File: src/rtl/board_mem_arbiter.sv
// rtl/board_mem_arbiter.sv - board RAM arbiter between VGA tile fetch and game logic
// VGA reads are never dropped silently; game starvation is bounded by wait_cnt.
module board_mem_arbiter #(
   parameter int ADDR_W   = 10,
   parameter int DATA_W   = 16,
   parameter int MAX_WAIT = 4
) (
   input  logic              clk,
   input  logic              reset,
   input  logic              vga_re,
   input  logic [ADDR_W-1:0] vga_raddr,
   output logic [DATA_W-1:0] vga_rdata,
   output logic              vga_rvalid,
   output logic              vga_overrun,
   input  logic              game_req,
   input  logic              game_we,
   input  logic [ADDR_W-1:0] game_addr,
   input  logic [DATA_W-1:0] game_wdata,
   output logic              game_gnt,
   output logic [DATA_W-1:0] game_rdata,
   output logic              game_rvalid,
   output logic              mem_en,
   output logic              mem_we,
   output logic [ADDR_W-1:0] mem_addr,
   output logic [DATA_W-1:0] mem_wdata,
   input  logic [DATA_W-1:0] mem_rdata
);

   localparam logic [3:0] MAX_W = 4'(MAX_WAIT);

   logic              vga_pend;
   logic [ADDR_W-1:0] vga_addr_q;
   logic [3:0]        wait_cnt;
   logic              rd_valid;
   logic              rd_game;

   logic              vga_cand;
   logic [ADDR_W-1:0] vga_cand_addr;
   logic              game_win;
   logic              vga_win;

   always_comb begin
      vga_cand      = vga_pend | vga_re;
      vga_cand_addr = vga_pend ? vga_addr_q : vga_raddr;
      game_win      = game_req && (!vga_cand || (wait_cnt == MAX_W));
      vga_win       = vga_cand && !game_win;

      game_gnt  = 1'b0;
      mem_en    = 1'b0;
      mem_we    = 1'b0;
      mem_addr  = '0;
      mem_wdata = '0;
      // The RAM port is forced quiet while reset is held, even with live requests.
      if (!reset) begin
         if (game_win) begin
            game_gnt  = 1'b1;
            mem_en    = 1'b1;
            mem_we    = game_we;
            mem_addr  = game_addr;
            mem_wdata = game_we ? game_wdata : '0;
         end else if (vga_win) begin
            mem_en   = 1'b1;
            mem_addr = vga_cand_addr;
         end
      end
   end

   always_ff @(posedge clk or posedge reset) begin
      if (reset) begin
         vga_pend    <= 1'b0;
         vga_addr_q  <= '0;
         wait_cnt    <= '0;
         rd_valid    <= 1'b0;
         rd_game     <= 1'b0;
         vga_rdata   <= '0;
         game_rdata  <= '0;
         vga_rvalid  <= 1'b0;
         game_rvalid <= 1'b0;
         vga_overrun <= 1'b0;
      end else begin
         if (!game_req || game_gnt)
            wait_cnt <= '0;
         else if (wait_cnt < MAX_W)
            wait_cnt <= wait_cnt + 4'd1;

         rd_valid    <= mem_en & ~mem_we;
         rd_game     <= game_win;
         vga_rvalid  <= rd_valid & ~rd_game;
         game_rvalid <= rd_valid & rd_game;
         if (rd_valid && !rd_game)
            vga_rdata <= mem_rdata;
         if (rd_valid && rd_game)
            game_rdata <= mem_rdata;

         // A new request arriving while the pending slot is served refills the slot.
         if (vga_win) begin
            vga_pend <= vga_pend & vga_re;
            if (vga_pend && vga_re)
               vga_addr_q <= vga_raddr;
         end else if (vga_re) begin
            vga_pend   <= 1'b1;
            vga_addr_q <= vga_raddr;
            if (vga_pend)
               vga_overrun <= 1'b1;
         end
      end
   end

endmodule
File: config.mk
export PLATFORM = sky130hd
export DESIGN_NAME = board_mem_arbiter
export DESIGN_NICKNAME = d
export VERILOG_FILES = /design/src/rtl/board_mem_arbiter.sv
export SDC_FILE = /design/constraint.sdc
export NUM_CORES = 1
export LEC_CHECK = 0
export CAP_MARGIN = 40
export CORE_ASPECT_RATIO = 0.8
export CORE_MARGIN = 2
export CORE_UTILIZATION = 39
export CTS_CLUSTER_DIAMETER = 60
export DETAILED_ROUTE_END_ITERATION = 12
export PLACE_DENSITY = 0.76
export SETUP_SLACK_MARGIN = 0.5
export SLEW_MARGIN = 10
export SYNTH_ARGS = -nofsm -noshare
export SYNTH_HDL_FRONTEND = slang
export SYNTH_SLANG_ARGS = --single-unit
File: constraint.sdc
create_clock -name clk -period 3.8 [get_ports clk]
set_clock_uncertainty 0.1 [all_clocks]
set_input_delay 0.57 -clock clk [delete_from_list [all_inputs] [get_ports clk]]
set_output_delay 0.57 -clock clk [all_outputs]
set_load 0.005 [all_outputs]
==> impl_metrics.env, run 1 <==
export IMPL_detail_route_wirelength_mm=5.77
export IMPL_clockBufferDepth=2
export IMPL_netlist_area_mm2=0.00246
export IMPL_finalHoldViolations=0
export IMPL_first_pass_iters=4
export IMPL_drt_initial_drc_count=61
export IMPL_io_pins=121
export IMPL_n_antenna_cell=0
export IMPL_run_status="finished, final reports clean"
export IMPL_critPathMaxFanout=16
export IMPL_finalCritPeriodShare=0.820
export IMPL_via_per_inst=4.80
export IMPL_rrSetupSlack_ps=1910
export IMPL_worst_path_largest_cell_delay_ps=670
export IMPL_maxCapViolCount=0
export IMPL_crit_slowest_cell="clkdlybuf4s50_1"
export IMPL_clock_sinks=52
export IMPL_grt_max_degree=39
export IMPL_syn_area_per_cell_um2=13.1
export IMPL_core_mm2=0.00601
export IMPL_hp_class="reg2reg"
export IMPL_whs_ps=385
export IMPL_dp_hpwl_mm=4.31
export IMPL_critPathLaunchType="input port"
export IMPL_start_util=0.409
export IMPL_routedWlPerCell_um=14.8
export IMPL_timing_critical_path_buf_inv=3
export IMPL_nFillCells=491
export IMPL_p_per_area_mw_per_mm2=425
export IMPL_drc=0
export IMPL_cts_root_buf="clkbuf_8"
export IMPL_finalSetupViolCount=0
export IMPL_cts_max_level=2
export IMPL_yosysWarnings=0
export IMPL_ir_worst_vdd_mv=0.302
export IMPL_std_cell_rows=25
export IMPL_postRouteAntennaNets=0
export IMPL_crit_required_ps=3130
export IMPL_synth_seq_area_share=0.529
export IMPL_slew_limit_headroom=0.494
export IMPL_worstSkewPairLatency_ps=300
export IMPL_cp_top_family="buffers and inverters"
export IMPL_cts_tree="yes"
export IMPL_area_delta_synth_final_pct=56.9
export IMPL_grt_pass1_wl_mm=9.11
export IMPL_fin_crit_ps=3120
export IMPL_reg2reg_to="vga_addr_q[9]"
export IMPL_synth_fp_nets=246
export IMPL_port_buffers=120
export IMPL_routabilityCongestion=0.727
export IMPL_syn_inst=187
export IMPL_grt_setup_unrepaired="no"
export IMPL_cp_common_cell="clkdlybuf4s50_1"
export IMPL_final_cell_mix="120 x clkdlybuf4s50_1, 52 x dfrtp_1, 42 x mux2_2"
export IMPL_numCtsBuffers=5
export IMPL_mostFrequentLayoutCell="clkdlybuf4s50_1"
export IMPL_crit_end="mem_wdata[9]"
export IMPL_grt_antenna_before_repair=0
export IMPL_grt_ovfl_total=0
export IMPL_fin_setup_tns_ps=0
export IMPL_r2r_start="wait_cnt[0]"
export IMPL_grtUsageTotal=0.167
export IMPL_die_h_um=75.0
export IMPL_hold_buffers=0
export IMPL_grt_pass1_vias=1854
export IMPL_post_route_util=0.642
export IMPL_nets=367
export IMPL_synth_seq_cells=52
export IMPL_worstPathArrival_ps=2450
export IMPL_worst_path_stages=5
export IMPL_drive_gt1_frac=0.239
export IMPL_worst_setup_path_type="in2out"
export IMPL_drv_slew=0
export IMPL_path_cells="clkdlybuf4s50_1, inv_2, o2111a_2, and2_4, clkdlybuf4s50_1"
export IMPL_crit_start="reset"
export IMPL_vias=1871
export IMPL_yosysUniqueCellTypes=30
export IMPL_p_leak_nw=1.59
export IMPL_dieArea_mm2=0.00696
export IMPL_clk_pin_slew_ps=90
export IMPL_worst_pin_slew_ps=758
export IMPL_die_w_um=92.8
export IMPL_rr_worst_depth=5
export IMPL_cp_end_kind="primary output"
export IMPL_fmax_mhz=321
[cell families (layout without fill, tap and decap cells)]
kind of cell | after synthesis | after routing | share of synthesized area
multiplexers | 52 | 52 | 0.233
flip-flops | 52 | 52 | 0.529
AND/OR/NAND/NOR | 40 | 40 | 0.109
AO/OA/AOI/OAI | 21 | 21 | 0.0738
buffers and inverters | 19 | 141 | 0.0407
adder cells (fa/ha/maj) | 2 | 2 | 0.0102
XOR/XNOR | 1 | 1 | 0.00356
[synthesized netlist by cell type, drive strengths merged]
cell type  number  area share
nor2            6       0.012
o31a            1      0.0036
o21bai          1      0.0031
clkbuf          2      0.0031
inv             8       0.012
nand2           5      0.0076
mux2           42        0.19
and3b           1      0.0051
a31o           10       0.036
and4            1      0.0036
a21oi           4      0.0081
xnor2           1      0.0036
mux2i          10       0.041
buf             9       0.025
nor4           10       0.025
and2           15       0.047
o21ai           3       0.015
a21boi          1      0.0031
nand2b          1      0.0025
o2111a          1      0.0051
dfrtp          52        0.53
ha              2       0.010
and4b           1      0.0056
[worst reg2reg max path, stage by stage (launching register included)]
cell	delay [ps]
dfrtp_1	400
inv_1	60
ha_1	210
and4b_4	270
o21ai_4	350
mux2_2	390
[flip-flops by register name, summed over array words and instances (netlist names)]
register     flops
vga_addr_q      10
vga_pend         1
rd_valid         1
vga_rdata       16
vga_overrun      1
vga_rvalid       1
rd_game          1
game_rdata      16
game_rvalid      1
wait_cnt         4
[power by group]
part	internal (W)	switching, W
clock	0.000215	0.000178
sequential	0.000694	0.0000677
combinational	0.000339	0.000144
[metrics by stage]
step,setup WS (ps),power [W],area [um2],cells
2_1_floorplan,1350,0.000965,2460,187
3_3_place_gp,633,0.00124,3710,379
3_5_place_dp,599,0.00126,3720,380
4_1_cts,591,0.00166,3840,388
5_1_grt,578,0.00174,3860,390
6_report,682,0.00164,3860,390
[worst min-delay path by stage]
stage	endpoint	from	cells after the start	slack (ps)
2_1_floorplan	vga_overrun	vga_overrun	1	370
3_3_place_gp	vga_overrun	vga_overrun	1	370
3_5_place_dp	vga_overrun	vga_overrun	1	370
4_1_cts	vga_overrun	vga_overrun	1	390
5_1_grt	game_rdata[10]	game_rdata[10]	1	430
6_report	vga_overrun	vga_overrun	1	380
[per-layer routing]
metal | routed length [um] | GRT usage | up-vias
li1 | - | - | 914
met5 | 0 | 0 | -
met3 | 278 | 0.0370 | 9
met1 | 2610 | 0.229 | 893
met4 | 109 | 0.0556 | 0
met2 | 2770 | 0.270 | 55
[layout make-up]
| class | instances | area (um2) | area share |
|---|---|---|---|
| sequential | 52 | 1300 | 0.337 |
| timing repair buffer | 125 | 1250 | 0.323 |
| multi-input combinational | 116 | 1060 | 0.274 |
| tap | 81 | 101 | 0.0263 |
| clock buffer | 6 | 82.6 | 0.0214 |
| clock inverter | 2 | 38.8 | 0.0101 |
| inverter | 8 | 30.0 | 0.00778 |
[timing repair]
action                                  in CTS  in global routing
gates resized for setup                      0                  0
endpoints found under the setup margin       0                 14
setup buffers                                0                  2
Power figures use the tool's default switching activity.
==> inputs of run 2 (changes only) <==
==> constraint.sdc (replaced) <==
create_clock -name clk -period 3 [get_ports clk]
set_clock_uncertainty 0.1 [all_clocks]
set_input_delay 0.45 -clock clk [delete_from_list [all_inputs] [get_ports clk]]
set_output_delay 0.45 -clock clk [all_outputs]
set_load 0.005 [all_outputs]
==> run 2 against run 1 <==
Compared with the run above:
- combinational power grew 33%
- worst hold slack got worse by 2.4 ps
- sequential power increased by 27%
==> impl_metrics.env, run 2 (same netlist as run 1, synthesis figures left out) <==
export IMPL_cts_max_level=2
export IMPL_drc=0
export IMPL_drt_initial_drc_count=90
export IMPL_io_pins=121
export IMPL_die_h_um=75.0
export IMPL_dieArea_mm2=0.00696
export IMPL_grtUsageTotal=0.174
export IMPL_post_route_util=0.668
export IMPL_worst_setup_path_type="reg2out"
export IMPL_worst_path_largest_cell_delay_ps=490
export IMPL_critPathMaxFanout=15
export IMPL_p_total_w=0.00211
export IMPL_run_status="finished, final reports clean"
export IMPL_drv_slew=0
export IMPL_dp_hpwl_mm=4.52
export IMPL_hp_class="reg2reg"
export IMPL_finalCritPeriodShare=0.896
export IMPL_p_leak_nw=1.72
export IMPL_mostFrequentLayoutCell="clkdlybuf4s50_1"
export IMPL_numCtsBuffers=5
export IMPL_ir_worst_vdd_mv=0.296
export IMPL_clockBufferDepth=2
export IMPL_clk_pin_slew_ps=100
export IMPL_fin_crit_ps=2690
export IMPL_first_pass_iters=4
export IMPL_detail_route_wirelength_mm=6.20
export IMPL_critPathLaunchType="register"
export IMPL_fin_setup_tns_ps=0
export IMPL_cp_end_kind="primary output"
export IMPL_core_mm2=0.00601
export IMPL_start_util=0.409
export IMPL_via_per_inst=4.85
export IMPL_maxCapViolCount=0
export IMPL_whs_ps=383
export IMPL_finalSetupViolCount=0
export IMPL_fmax_mhz=372
export IMPL_reg_top3="game_rdata (16), vga_rdata (16), vga_addr_q (10)"
export IMPL_grt_max_degree=35
export IMPL_pre_cts_ws_ps=165
export IMPL_crit_slowest_cell="clkdlybuf4s50_1"
export IMPL_holdPathStages=1
export IMPL_reg2reg_to="vga_addr_q[5]"
export IMPL_setup_ws_ps=312
export IMPL_finalHoldViolations=0
export IMPL_nets=376
export IMPL_grt_pass1_wl_mm=9.46
export IMPL_cts_tree="yes"
export IMPL_grt_antenna_before_repair=0
export IMPL_path_cells="inv_1, ha_2, and3b_4, o2111a_2, buf_12, and2_4, clkdlybuf4s50_1"
export IMPL_hold_buffers=0
export IMPL_clock_sinks=52
export IMPL_r2r_start="wait_cnt[0]"
export IMPL_postRouteAntennaNets=0
export IMPL_hp_start="vga_overrun"
export IMPL_rr_worst_depth=6
export IMPL_worstPathArrival_ps=2140
export IMPL_drive_gt1_frac=0.302
export IMPL_n_antenna_cell=0
export IMPL_rrSetupSlack_ps=1050
export IMPL_grt_ovfl_total=0
export IMPL_cts_root_buf="clkbuf_8"
export IMPL_routedWlPerCell_um=15.5
export IMPL_worst_pin_slew_ps=841
export IMPL_port_buffers=120
export IMPL_grt_setup_unrepaired="yes"
export IMPL_slew_limit_headroom=0.439
export IMPL_vias=1936
export IMPL_std_cell_rows=25
export IMPL_p_per_area_mw_per_mm2=527
export IMPL_die_w_um=92.8
export IMPL_worstSkewPairLatency_ps=300
export IMPL_final_cell_mix="110 x clkdlybuf4s50_1, 52 x dfrtp_1, 42 x mux2_2"
export IMPL_routabilityCongestion=0.732
export IMPL_hold_path_end="vga_overrun"
export IMPL_crit_required_ps=2450
export IMPL_area_delta_synth_final_pct=63.2
export IMPL_grt_pass1_vias=2021
run 2: cell count changes in the layout (fill, tap and decap cells not counted), moves of 2 or more:
cell and delta:
nor4_4 +2, buf_4 +8, nor4_1 -10, nor4_2 +8
clkdlybuf4s50_1 -10, clkbuf_2 +2, dlymetal6s2s_1 +3, dlygate4sd2_1 +5
run 2: cell type report:
class / count / area, um2
Clock buffer: 6 / 82.6
Clock inverter: 2 / 38.8
Multi-Input combinational cell: 116 / 1140
Sequential cell: 52 / 1300
Fill cell: 485 / 1990
Tap cell: 81 / 101
Timing Repair Buffer: 134 / 1310
Inverter: 8 / 35.0
run 2: report_power, final:
| group | switching [W] | leakage, nW | total (W) | internal, W |
|---|---|---|---|---|
| logic | 0.000199 | 1.02 | 0.000642 | 0.000443 |
| clock network | 0.000229 | 0.0614 | 0.000502 | 0.000273 |
| registers | 0.0000897 | 0.638 | 0.000969 | 0.000879 |
run 2: worst max-delay path by stage:
stage / startpoint / end / slack (ps) / cells after the start
4_1_cts: wait_cnt[0] / mem_wdata[4] / 290 / 7
5_1_grt: wait_cnt[1] / mem_wdata[15] / 210 / 7
3_3_place_gp: game_req / mem_addr[0] / 230 / 5
6_report: wait_cnt[0] / mem_wdata[11] / 310 / 7
3_5_place_dp: game_req / mem_addr[6] / 160 / 5
2_1_floorplan: reset / mem_addr[2] / 790 / 3
run 2: per-layer routing:
metal	vias to the layer above	share of wire	track usage
li1	923	-	-
met5	-	0	0
met3	2	0.042	0.0380
met1	960	0.43	0.214
met2	51	0.53	0.314
met4	0	0.0055	0.0507
run 2: through the flow:
step	instance area (um2)	std cells
6_report	4010	399
5_1_grt	4010	399
3_5_place_dp	3740	383
3_3_place_gp	3740	383
4_1_cts	3950	396
2_1_floorplan	2460	187
run 2: worst max-delay path: cells and delay by family (launching register included):
| kind | cells | cell delay (ps) |
|---|---|---|
| buffers and inverters | 3 | 680 |
| flip-flops | 1 | 400 |
| adder cells (fa/ha/maj) | 1 | 180 |
| AO/OA/AOI/OAI | 1 | 220 |
| AND/OR/NAND/NOR | 2 | 360 |
run 2: timing repair:
item / 4_1_cts / 5_1_grt
hold endpoints to repair: 0 / 0
endpoints found under the setup margin: 29 / 26
resized for setup: 17 / 13
setup buffers: 5 / 3
pin swaps: 2 / 0
==> inputs of run 3 (changes only) <==
--- a/config.mk
+++ b/config.mk
@@ -12,7 +12,9 @@
 export CTS_CLUSTER_DIAMETER = 60
 export DETAILED_ROUTE_END_ITERATION = 12
 export PLACE_DENSITY = 0.76
+export REMOVE_ABC_BUFFERS = 1
 export SETUP_SLACK_MARGIN = 0.5
+export SKIP_CTS_REPAIR_TIMING = 1
 export SLEW_MARGIN = 10
 export SYNTH_ARGS = -nofsm -noshare
 export SYNTH_HDL_FRONTEND = slang
==> run 3 against run 2 <==
Compared with the run above:
- global-route usage is 0.17 points lower
- worst hold slack improved by 27 ps
- worst setup slack worse by 16 ps
- first-iteration DRC count shrank 26%
==> impl_metrics.env, run 3 (same netlist as run 1, synthesis figures left out) <==
export IMPL_fmax_mhz=370
export IMPL_finalSetupViolCount=0
export IMPL_drv_slew=0
export IMPL_drt_initial_drc_count=67
export IMPL_finalHoldViolations=0
export IMPL_clockBufferDepth=2
export IMPL_dr_max_layer_used="met4"
export IMPL_drc=0
export IMPL_route_met2_wl_mm=3.11
export IMPL_critPathLaunchType="register"
export IMPL_grt_pass1_vias=1925
export IMPL_crit_required_ps=2450
export IMPL_hp_class="reg2reg"
export IMPL_numCtsBuffers=5
export IMPL_core_mm2=0.00601
export IMPL_slew_limit_headroom=0.509
export IMPL_area_delta_synth_final_pct=69.8
export IMPL_first_pass_iters=3
export IMPL_wl_met3_um=311
export IMPL_cts_root_buf="clkbuf_8"
export IMPL_run_status="finished, final reports clean"
export IMPL_cts_tree="yes"
export IMPL_grt_max_degree=33
export IMPL_cp_end_kind="primary output"
export IMPL_clock_sinks=52
export IMPL_maxCapViolCount=0
export IMPL_die_h_um=75.0
export IMPL_dieArea_mm2=0.00696
export IMPL_finalCritPeriodShare=0.901
export IMPL_port_buffers=120
export IMPL_clk_pin_slew_ps=90
export IMPL_worst_pin_slew_ps=734
export IMPL_n_antenna_cell=0
export IMPL_p_total_w=0.00213
export IMPL_grtUsageTotal=0.172
export IMPL_std_cell_rows=25
export IMPL_p_leak_nw=2.05
export IMPL_die_w_um=92.8
export IMPL_worst_setup_path_type="reg2out"
export IMPL_final_cell_mix="98 x clkdlybuf4s50_1, 52 x dfrtp_1, 42 x mux2_2"
export IMPL_nets=382
export IMPL_wl_met1_mm=2.90
export IMPL_ir_worst_vdd_mv=0.269
export IMPL_via_per_inst=4.85
export IMPL_worstSkewPairLatency_ps=300
export IMPL_critPathMaxFanout=5
export IMPL_grt_antenna_before_repair=0
export IMPL_vias=1966
export IMPL_cts_max_level=2
export IMPL_drive_gt1_frac=0.309
export IMPL_routabilityCongestion=0.752
export IMPL_whs_ps=409
export IMPL_grt_setup_unrepaired="yes"
export IMPL_p_per_area_mw_per_mm2=509
export IMPL_reg_top3="game_rdata (16), vga_rdata (16), vga_addr_q (10)"
export IMPL_mostFrequentLayoutCell="clkdlybuf4s50_1"
export IMPL_io_pins=121
export IMPL_dp_hpwl_mm=4.43
export IMPL_grt_pass1_wl_mm=9.42
export IMPL_grt_ovfl_total=0
export IMPL_fin_setup_tns_ps=0
export IMPL_start_util=0.409
export IMPL_postRouteAntennaNets=0
export IMPL_routedWlPerCell_um=15.7
export IMPL_worstPathArrival_ps=2150
export IMPL_detail_route_wirelength_mm=6.35
export IMPL_fin_crit_ps=2700
## run 3: final cells by class
class	instances	area, um2
inverters	8	35.0
fillers	453	1830
clock buffers	6	82.6
flip-flops and latches	52	1300
repair buffers	139	1420
clock inverters	2	38.8
well taps	81	101
multi-input cells	117	1190
## run 3: final timing paths
check | start | endpoint | slack, ps | cells after the start
setup / recovery | wait_cnt[0] | mem_addr[6] | 300 | 7
min in group asynchronous | reset | vga_addr_q[1] | 540 | 3
hold reg to reg | game_rdata[12] | game_rdata[12] | 410 | 1
max in group asynchronous | reset | vga_rdata[14] | 1600 | 4
setup reg to reg | wait_cnt[0] | vga_addr_q[6] | 960 | 7
hold / removal | game_rdata[12] | game_rdata[12] | 410 | 1
## run 3: metrics by stage
step / setup WS [ps] / area (um2) / instances / util
after floorplan: 45.5 / 2390 / 176 / -
after global placement: 221 / 3740 / 384 / 0.623
after detailed placement: 170 / 3760 / 385 / 0.626
after CTS: 140 / 3880 / 393 / 0.646
after global routing: 201 / 4180 / 405 / 0.695
final: 297 / 4180 / 405 / 0.695
## run 3: report_power, final
part           leakage, nW  internal, W  total, W  switching [W]
Combinational         1.35     0.000446  0.000655       0.000209
Sequential           0.638     0.000879  0.000970      0.0000906
Clock               0.0614     0.000273  0.000501       0.000228
## run 3: worst max-delay path, stage by stage, from the launching register on
cell	delay, ps
dfrtp_1	410
inv_2	60
ha_4	160
and4b_4	190
buf_4	160
nor4_1	250
a31o_1	140
clkdlybuf4s50_1	490
## run 3: routing by layer
| metal | track usage | up-vias |
|---|---|---|
| met4 | 0.0441 | 0 |
| met5 | 0 | - |
| met3 | 0.0430 | 2 |
| met1 | 0.233 | 960 |
| met2 | 0.283 | 60 |
| li1 | - | 944 |
